**src/rtl/adc_pkg.sv**
```systemverilog
// Shared state encoding, defaults and record sizing for the ADC sample fetch front end.
package adc_pkg;

  typedef enum logic [2:0] {
    ST_IDLE      = 3'd0,
    ST_WAIT_TICK = 3'd1,
    ST_REQ       = 3'd2,
    ST_WAIT_RDY  = 3'd3,
    ST_RELEASE   = 3'd4
  } adc_state_t;

  localparam int DATA_W_DEF  = 8;
  localparam int TIMEOUT_DEF = 255;
  localparam int INDEX_W     = 32;

  // A FIFO record is {conversion index, sample}.
  function automatic int sample_rec_w(input int data_w);
    return INDEX_W + data_w;
  endfunction

endpackage

```
**src/rtl/sample_fifo.sv**
```systemverilog
// Synchronous FIFO with full/empty flags; a pop in the same cycle frees room for a push when full.
module sample_fifo #(
  parameter int WIDTH = 40,
  parameter int DEPTH = 4
) (
  input  logic             clk,
  input  logic             rst_n,
  input  logic             i_push,
  input  logic [WIDTH-1:0] i_wdata,
  input  logic             i_pop,
  output logic [WIDTH-1:0] o_rdata,
  output logic             o_full,
  output logic             o_empty
);

  localparam int AW = $clog2(DEPTH);

  logic [WIDTH-1:0] r_mem [DEPTH];
  logic [AW-1:0]    r_wptr;
  logic [AW-1:0]    r_rptr;
  logic [AW:0]      r_count;
  logic             w_push;
  logic             w_pop;

  assign o_empty = (r_count == '0);
  assign o_full  = (r_count == (AW+1)'(DEPTH));
  assign w_pop   = i_pop && !o_empty;
  assign w_push  = i_push && (!o_full || w_pop);

  always_ff @(posedge clk or negedge rst_n) begin
    if (!rst_n) begin
      r_wptr  <= '0;
      r_rptr  <= '0;
      r_count <= '0;
    end else begin
      if (w_push) r_wptr <= r_wptr + 1'b1;
      if (w_pop)  r_rptr <= r_rptr + 1'b1;
      case ({w_push, w_pop})
        2'b10:   r_count <= r_count + 1'b1;
        2'b01:   r_count <= r_count - 1'b1;
        default: r_count <= r_count;
      endcase
    end
  end

  // Storage carries data only, so it is left out of reset.
  always_ff @(posedge clk) begin
    if (w_push) r_mem[r_wptr] <= i_wdata;
  end

  assign o_rdata = r_mem[r_rptr];

endmodule

```
**src/rtl/adc_sample_fetch.sv**
```systemverilog
// Paces ADC conversions, runs the four-phase req/rdy handshake and streams
// {index, sample} records out through a small FIFO with sticky fault flags.
module adc_sample_fetch
  import adc_pkg::*;
#(
  parameter int DATA_W     = DATA_W_DEF,
  parameter int PERIOD_W   = 16,
  parameter int TIMEOUT    = TIMEOUT_DEF,
  parameter int FIFO_DEPTH = 4
) (
  input  logic                clk,
  input  logic                reset,
  input  logic                enable,
  input  logic [PERIOD_W-1:0] period,
  input  logic                clr_err,
  output logic                adc_req,
  input  logic                adc_rdy,
  input  logic [DATA_W-1:0]   adc_dat,
  output logic                smp_valid,
  input  logic                smp_ready,
  output logic [DATA_W-1:0]   smp_data,
  output logic [INDEX_W-1:0]  smp_index,
  output logic                busy,
  output logic                timeout_err,
  output logic                overrun,
  output logic                missed_tick
);

  localparam int REC_W = sample_rec_w(DATA_W);
  localparam int TO_W  = $clog2(TIMEOUT + 1);

  adc_state_t          r_state;
  adc_state_t          w_state_nxt;
  logic                r_rdy_p0;
  logic                r_rdy_p1;
  logic [PERIOD_W-1:0] r_tick_cnt;
  logic [PERIOD_W-1:0] w_period_m1;
  logic [TO_W-1:0]     r_to_cnt;
  logic [INDEX_W-1:0]  r_index;
  logic                r_adc_req;
  logic                r_timeout_err;
  logic                r_overrun;
  logic                r_missed_tick;
  logic                w_tick;
  logic                w_capture;
  logic                w_timeout;
  logic                w_missed;
  logic                w_drop;
  logic                w_fifo_full;
  logic                w_fifo_empty;
  logic [REC_W-1:0]    w_rec_in;
  logic [REC_W-1:0]    w_rec_out;

  // adc_rdy is asynchronous: two flops before any decision uses it.
  always_ff @(posedge clk or negedge reset) begin
    if (!reset) begin
      r_rdy_p0 <= 1'b0;
      r_rdy_p1 <= 1'b0;
    end else begin
      r_rdy_p0 <= adc_rdy;
      r_rdy_p1 <= r_rdy_p0;
    end
  end

  // A period of 0 behaves as 1; >= keeps the counter sane if period shrinks mid-count.
  assign w_period_m1 = (period == '0) ? '0 : period - 1'b1;
  assign w_tick      = enable && (r_state != ST_IDLE) && (r_tick_cnt >= w_period_m1);
  assign w_missed    = w_tick && (r_state != ST_IDLE) && (r_state != ST_WAIT_TICK);

  always_ff @(posedge clk or negedge reset) begin
    if (!reset) begin
      r_tick_cnt <= '0;
    end else if (r_state == ST_IDLE) begin
      r_tick_cnt <= '0;
    end else if (enable) begin
      r_tick_cnt <= w_tick ? '0 : r_tick_cnt + 1'b1;
    end
  end

  always_comb begin
    w_state_nxt = r_state;
    w_capture   = 1'b0;
    w_timeout   = 1'b0;
    case (r_state)
      ST_IDLE: begin
        if (enable) w_state_nxt = ST_WAIT_TICK;
      end
      ST_WAIT_TICK: begin
        if (!enable)     w_state_nxt = ST_IDLE;
        else if (w_tick) w_state_nxt = ST_REQ;
      end
      ST_REQ: begin
        w_state_nxt = ST_WAIT_RDY;
      end
      ST_WAIT_RDY: begin
        if (r_rdy_p1) begin
          w_capture   = 1'b1;
          w_state_nxt = ST_RELEASE;
        end else if (r_to_cnt >= TO_W'(TIMEOUT - 1)) begin
          w_timeout   = 1'b1;
          w_state_nxt = ST_RELEASE;
        end
      end
      ST_RELEASE: begin
        // Enable is only consulted once the ADC has dropped rdy.
        if (!r_rdy_p1) w_state_nxt = enable ? ST_WAIT_TICK : ST_IDLE;
      end
      default: begin
        w_state_nxt = ST_IDLE;
      end
    endcase
  end

  always_ff @(posedge clk or negedge reset) begin
    if (!reset) begin
      r_state   <= ST_IDLE;
      r_adc_req <= 1'b0;
      r_to_cnt  <= '0;
      r_index   <= '0;
    end else begin
      r_state <= w_state_nxt;
      if (r_state == ST_REQ)          r_adc_req <= 1'b1;
      else if (w_capture || w_timeout) r_adc_req <= 1'b0;
      if (r_state == ST_REQ)
        r_to_cnt <= '0;
      else if (r_state == ST_WAIT_RDY && !w_capture && !w_timeout)
        r_to_cnt <= r_to_cnt + 1'b1;
      if (w_capture) r_index <= r_index + 1'b1;
    end
  end

  // When full, a capture is dropped unless the consumer pops in the same cycle.
  assign w_drop = w_capture && w_fifo_full && !smp_ready;

  // Sticky flags: a set in the same cycle as clr_err wins.
  always_ff @(posedge clk or negedge reset) begin
    if (!reset) begin
      r_timeout_err <= 1'b0;
      r_overrun     <= 1'b0;
      r_missed_tick <= 1'b0;
    end else begin
      if (w_timeout)    r_timeout_err <= 1'b1;
      else if (clr_err) r_timeout_err <= 1'b0;
      if (w_drop)       r_overrun <= 1'b1;
      else if (clr_err) r_overrun <= 1'b0;
      if (w_missed)     r_missed_tick <= 1'b1;
      else if (clr_err) r_missed_tick <= 1'b0;
    end
  end

  assign w_rec_in = {r_index, adc_dat};

  sample_fifo #(
    .WIDTH (REC_W),
    .DEPTH (FIFO_DEPTH)
  ) u_fifo (
    .clk     (clk),
    .rst_n   (reset),
    .i_push  (w_capture),
    .i_wdata (w_rec_in),
    .i_pop   (smp_ready),
    .o_rdata (w_rec_out),
    .o_full  (w_fifo_full),
    .o_empty (w_fifo_empty)
  );

  // Head is masked while empty so the unreset storage never leaks out.
  assign {smp_index, smp_data} = w_fifo_empty ? '0 : w_rec_out;
  assign smp_valid   = !w_fifo_empty;
  assign adc_req     = r_adc_req;
  assign busy        = (r_state != ST_IDLE);
  assign timeout_err = r_timeout_err;
  assign overrun     = r_overrun;
  assign missed_tick = r_missed_tick;

endmodule

```
**config.mk**
```make
export PLATFORM = sky130hd
export DESIGN_NAME = adc_sample_fetch
export DESIGN_NICKNAME = d
export VERILOG_FILES = /design/src/rtl/adc_pkg.sv /design/src/rtl/sample_fifo.sv /design/src/rtl/adc_sample_fetch.sv
export SDC_FILE = /design/constraint.sdc
export NUM_CORES = 1
export LEC_CHECK = 0
export ABC_AREA = 0
export BUFFER_PORTS_ARGS = -buffer_cell sky130_fd_sc_hd__buf_2
export CAP_MARGIN = 40
export CORE_MARGIN = 2
export CORE_UTILIZATION = 44
export CTS_CLUSTER_SIZE = 40
export DETAILED_ROUTE_END_ITERATION = 8
export GPL_ROUTABILITY_DRIVEN = 0
export PLACE_DENSITY = 0.72
export SLEW_MARGIN = 20
export SYNTH_ARGS = -nofsm -noshare
export SYNTH_HDL_FRONTEND = slang
export SYNTH_SLANG_ARGS = --single-unit
```
**constraint.sdc**
```tcl
create_clock -name clk -period 3.6 [get_ports clk]
set_input_delay 0.9 -clock clk [delete_from_list [all_inputs] [get_ports clk]]
set_output_delay 0.9 -clock clk [all_outputs]
set_load 0.01 [all_outputs]
```
Word level (Yosys, flattened, before mapping)
Memories as Yosys holds them, arrays and structs flattened.
Cells that the tools add are included.

word-level totals
  word-level logic and storage cells = 94
  input bits = 30
  memories = 1
  RAM bits = 160
  output and inout bits = 46
  register bits = 72

memories
  memory        depth  bits a word  read ports  clocked after Yosys merged registers in  wr ports  line               source
  u_fifo.r_mem  4      40           1           0                                        1         sample_fifo.sv:18  logic [WIDTH-1:0] r_mem [DEPTH];

cells by class
  reductions and logical operators = 29
  muxes and demuxes = 29
  order comparisons = 2
  eq/ne operators = 12
  add/sub/neg operators = 8

operator list
  operator                                                              count
  16-bit two-way mux                                                    4
  40-bit two-way mux                                                    1
  32-bit by 1-bit adder with 32-bit output, second input constant       1
  3-bit two-way mux                                                     6
  16-bit by 1-bit adder with 16-bit output, second input constant       1
  16-bit >= comparator                                                  1
  16-bit zero test                                                      1
  8-bit two-way mux                                                     2
  16-bit by 1-bit subtractor with 16-bit output, second input constant  1
  3-bit one-hot mux with 5 select lines                                 1
  1-bit two-way mux                                                     14
  2-bit nonzero test                                                    7
  1-bit logical AND                                                     10
  8-bit by 1-bit adder with 8-bit output, second input constant         1
  8-bit >= comparator, second input constant                            1
  3-bit by 2-bit == test with 1-bit output, second input constant       2
  3-bit == test, second input constant                                  2
  3-bit zero test                                                       2
  3-bit != test, second input constant                                  2
  3-bit one-hot mux with 2 select lines                                 1
  1-bit zero test                                                       5
  2-bit by 1-bit adder with 2-bit output, second input constant         2
  2-bit != test, second input constant                                  2
  4-bit AND reduction                                                   1
  8 further kinds                                                       9

Logic depth before layout (Yosys ltp)
  depth after elaboration = 8
  depth in mapped cells = 15
  depth with buffers taken out = 13

Cells and area by module
Synthesis repeated with hierarchy kept, for this count alone.

second synthesis, totals
  cell total of the unflattened synthesis = 698
  area, all modules = 10382.5 um^2

by module, submodules not included
  module            area each (um^2)  instances  cells an instance
  sample_fifo       6188.4            1          248
  adc_sample_fetch  4194.0            1          450

Worst setup path before layout
Ideal clock, no wire load.

  path kind = input to register
  start point = input period[13]
  end point = register r_tick_cnt[1]
  required time = 3.479 ns
  path buffers = 3
  arrival = 3.596 ns
  stages on the path = 12
  path slack = -0.116 ns
  cell sequence = or4_1 or3_1 clkbuf_1 buf_2 nand2_1 ha_1 nand4_1 nor4_1 o31ai_4 and4_1 buf_2 a22o_1

between the ends
  longest elaborated chain between the ends = 7

RTL lines
  what                                                                               line                    source
  from (decl)                                                                        adc_sample_fetch.sv:14  input logic [PERIOD_W-1:0] period,
  16-bit by 1-bit subtractor with 16-bit output or 16-bit zero test (tied branches)  adc_sample_fetch.sv:66  assign w_period_m1 = (period == '0) ? '0 : period - 1'b1;
  16-bit two-way mux (*)                                                             adc_sample_fetch.sv:66
  16-bit >= comparator (*)                                                           adc_sample_fetch.sv:67  assign w_tick = enable && (r_state != ST_IDLE) && (r_tick_cnt >= w_period_m1);
  1-bit logical AND (*)                                                              adc_sample_fetch.sv:67
  16-bit two-way mux (*)                                                             adc_sample_fetch.sv:76  r_tick_cnt <= w_tick ? '0 : r_tick_cnt + 1'b1;
  16-bit two-way mux (*)                                                             adc_sample_fetch.sv:75  end else if (enable) begin
  16-bit two-way mux (*)                                                             adc_sample_fetch.sv:73  end else if (r_state == ST_IDLE) begin
  to (signal assigned)                                                               adc_sample_fetch.sv:76
  to (decl)                                                                          adc_sample_fetch.sv:36  logic [PERIOD_W-1:0] r_tick_cnt;

Mark *: on every way between the ends. The rest lies on a longest branch, timed or not. The select of a mux whose other input is x is not followed.
A chain may end at the register's enable or synchronous reset.

Worst setup path after layout
  start point = input period[13]
  end point = register r_tick_cnt[6]

The elaborated chain is that of the path after synthesis.

==> out/results.ini <==
[cts]
clk_transition_reported_paths_ns = 0.06
cts_setup_buffers = 0
cts_resized = 0
cts_buffer_depth = 3
htreeDepth = 1
tritoncts = yes
clk_latency_ns = 0.50
holdBufCountCts = 0
cts_made_buffers = 24
cts_root_buf = clkbuf_16
clock-sinks = 232

[hold_path]
min_path_type = in -> async

[yosys]
synth_ff_type = edfxtp_1
syn-num-nets = 760
syn_area_per_cell_um2 = 14.7
yosysSeqAreaShare_pct = 63.9
ys_ff_latch = 232
synth_edf_count = 160
yosys_warnings = 0
synth_cell_types = 58
synthCells = 703
synth_area_um2 = 10300
async_flop_share_pct = 31.0

[die]
coreArea_um2 = 23300
dieArea_um2 = 24700
rows = 56
die_w_um = 157
die_y_um = 157
initial_core_util_pct = 44.4
ios = 76

[drt]
wl_um = 18300
drc_errors = 0
via_per_inst = 5.14
wl_per_cell_um = 15.8
ant_nets = 0
drt_iter0_drc = 295
via_count = 5928
drtPass1Iterations = 4

[sta]
drv_slew = 0
slew_headroom_pct = 55.6
setup_tns_ns = 0
whs_ns = 0.327
worst_slew_pin_slew_ns = 0.665
min_period_ns = 3.36
fin_crit_sh_pct = 93.4
setup_viol = 0
rsz0062_at_grt = no
fin_ws_ns = 0.239
hold_violations = 0
fmax_mhz = 298
finalClockSkew_ns = 0.00851

[critical_path]
max_stage_delay_ns = 0.53
crit_arrival_ns = 3.78
crit_buf_inv = 3
path_class = in -> reg
cp_max_fo = 22
cp-end-kind = flip-flop
crit_path_top_delay_cell = or4_4
required_ns = 4.02
rr_worst_depth = 5
timing.rr.start = r_state[1]$_DFFE_PN0P_
critPathTopFamily = simple AND/OR/NAND/NOR gates
r2r-end = u_fifo.r_mem[1][38]$_DFFE_PP_
critPathLaunchType = input pin
reg2reg_slack_ns = 1.11
crit_chain = buf_2 -> or4_4 -> or3_1 -> buf_4 -> nand2_1 -> ha_1 -> a21oi_1 -> o21ai_0 -> a22oi_1 -> nand4_2 -> buf_12 -> or3_1 -> o21ai_0

[global_route]
antenna_found_initial = 0
grt_max_degree = 46
grt_pass1_wl_um = 30000
track_usage_pct = 15.1
grt.overflow.total = 0
first_global_vias = 5947

[flow_run]
max_cap_viol_count = 0

[cells_and_area]
final_core_util_pct = 52.2
final_cell_mix = edfxtp_1 (160), buf_2 (74), dfrtp_1 (70), nand2_1 (50), and2_1 (43)
nets = 874
drive_above_1_share_pct = 25.4
layout_commonest_cell = edfxtp_1
syn_to_final_growth_pct = 17.6
n_antenna_cell = 0

[pwr]
vdd_drop_max_mv = 0.340
cellPowerDensity_nw_per_um2 = 585
p_leak_nw = 4.74

[placement]
hpwl_um = 11700
port_buffers = 75
pre_cts_ws_ns = -0.356

[outcome]
status = complete, no violations

-- registers in the layout, indices dropped and copies added, names as in the netlist --
name / count
r_rdy_p0: 1
missed_tick: 1
u_fifo.r_rptr: 2
overrun: 1
u_fifo.r_count: 3
adc_req: 1
r_state: 3
r_index: 32
u_fifo.r_mem: 160
u_fifo.r_wptr: 2
r_tick_cnt: 16
r_to_cnt: 8
r_rdy_p1: 1
timeout_err: 1
-- cell usage after synthesis (2+ instances only) --
cell type	n	area share, %
xnor2_1	28	2.4
nand4b_1	3	0.25
mux4_2	40	8.7
mux2i_1	3	0.29
buf_6	2	0.22
xor2_1	27	2.3
nor2_1	29	1.1
and4_1	5	0.42
nand2b_1	4	0.24
o21a_1	2	0.15
or3_1	9	0.54
inv_1	19	0.69
nand3_1	22	1.1
nand4_2	2	0.24
nor3_1	11	0.53
a21oi_1	12	0.58
ha_1	26	3.1
nand4_4	2	0.41
nand4_1	13	0.79
and2_1	47	2.8
buf_2	7	0.34
o211ai_1	2	0.15
nand2_1	50	1.8
clkbuf_1	11	0.40
nor2b_1	4	0.24
buf_4	4	0.29
and3_1	12	0.73
dfrtp_1	72	17
edfxtp_1	160	46
buf_1	4	0.15
nor4_1	5	0.30
a22oi_1	2	0.15
o41ai_1	2	0.17
nor3b_1	6	0.44
a31oi_1	3	0.18
nor2_2	3	0.18
o21ai_0	22	1.1
nand3b_1	2	0.15
a21o_1	7	0.51
-- worst max-delay path by stage --
stage,startpoint,to,cells after the start
2_1_floorplan,period[13],r_tick_cnt[15]$_DFFE_PN0P_,13
3_3_place_gp,period[13],r_tick_cnt[1]$_DFFE_PN0P_,13
3_5_place_dp,period[13],r_tick_cnt[9]$_DFFE_PN0P_,14
4_1_cts,period[13],r_tick_cnt[1]$_DFFE_PN0P_,13
5_1_grt,period[13],r_tick_cnt[9]$_DFFE_PN0P_,14
6_report,period[13],r_tick_cnt[6]$_DFFE_PN0P_,13
-- worst reg2reg max path, stage by stage, from the launching register on --
cell	delay, ns
dfrtp_1	0.51
and3b_1	0.25
nand2_1	0.21
a31oi_1	0.50
and2_2	0.41
buf_12	0.27
-- power by group --
part | total [mW] | internal (mW) | switching (mW)
clock | 2.33 | 1.38 | 0.952
sequential | 2.96 | 2.89 | 0.0658
combinational | 1.82 | 0.917 | 0.903
total | 7.11 | 5.19 | 1.92
-- cells by family after synthesis --
kind of cell,after synthesis,synth area share (%)
simple gates,237,13.1
flops,232,63.9
compound gates,62,3.92
xor+xnor,55,4.66
buf+inv,47,2.08
mux,43,9.01
fa+ha+maj,27,3.34
-- per-stage QoR --
step                      total power, mW  cell area, µm²  std cells
after global routing                 7.48           12100       1154
final                                7.11           12100       1154
after global placement               4.82           11300       1108
after floorplan                      4.23           10400        703
after detailed placement             4.87           11400       1110
after CTS                            7.22           12100       1154
-- area by class of cell --
class                           count  area [µm²]
Fill cell                        1926       11100
Sequential cell                   232        6610
Multi-Input combinational cell    424        3540
Timing Repair Buffer              116         776
Clock buffer                       34         679
Tap cell                          319         399
Clock inverter                     10        72.6
Inverter                           19        71.3
-- layer usage --
| metal | up-vias | track usage [%] | routed length, µm |
|---|---|---|---|
| li1 | 2863 | - | - |
| met1 | 2936 | 21.0 | 8600 |
| met2 | 113 | 25.5 | 8680 |
| met3 | 16 | 2.26 | 757 |
| met4 | 0 | 2.86 | 213 |
| met5 | - | 0 | 0 |
Note: power is estimated with default switching activity, not from simulation.
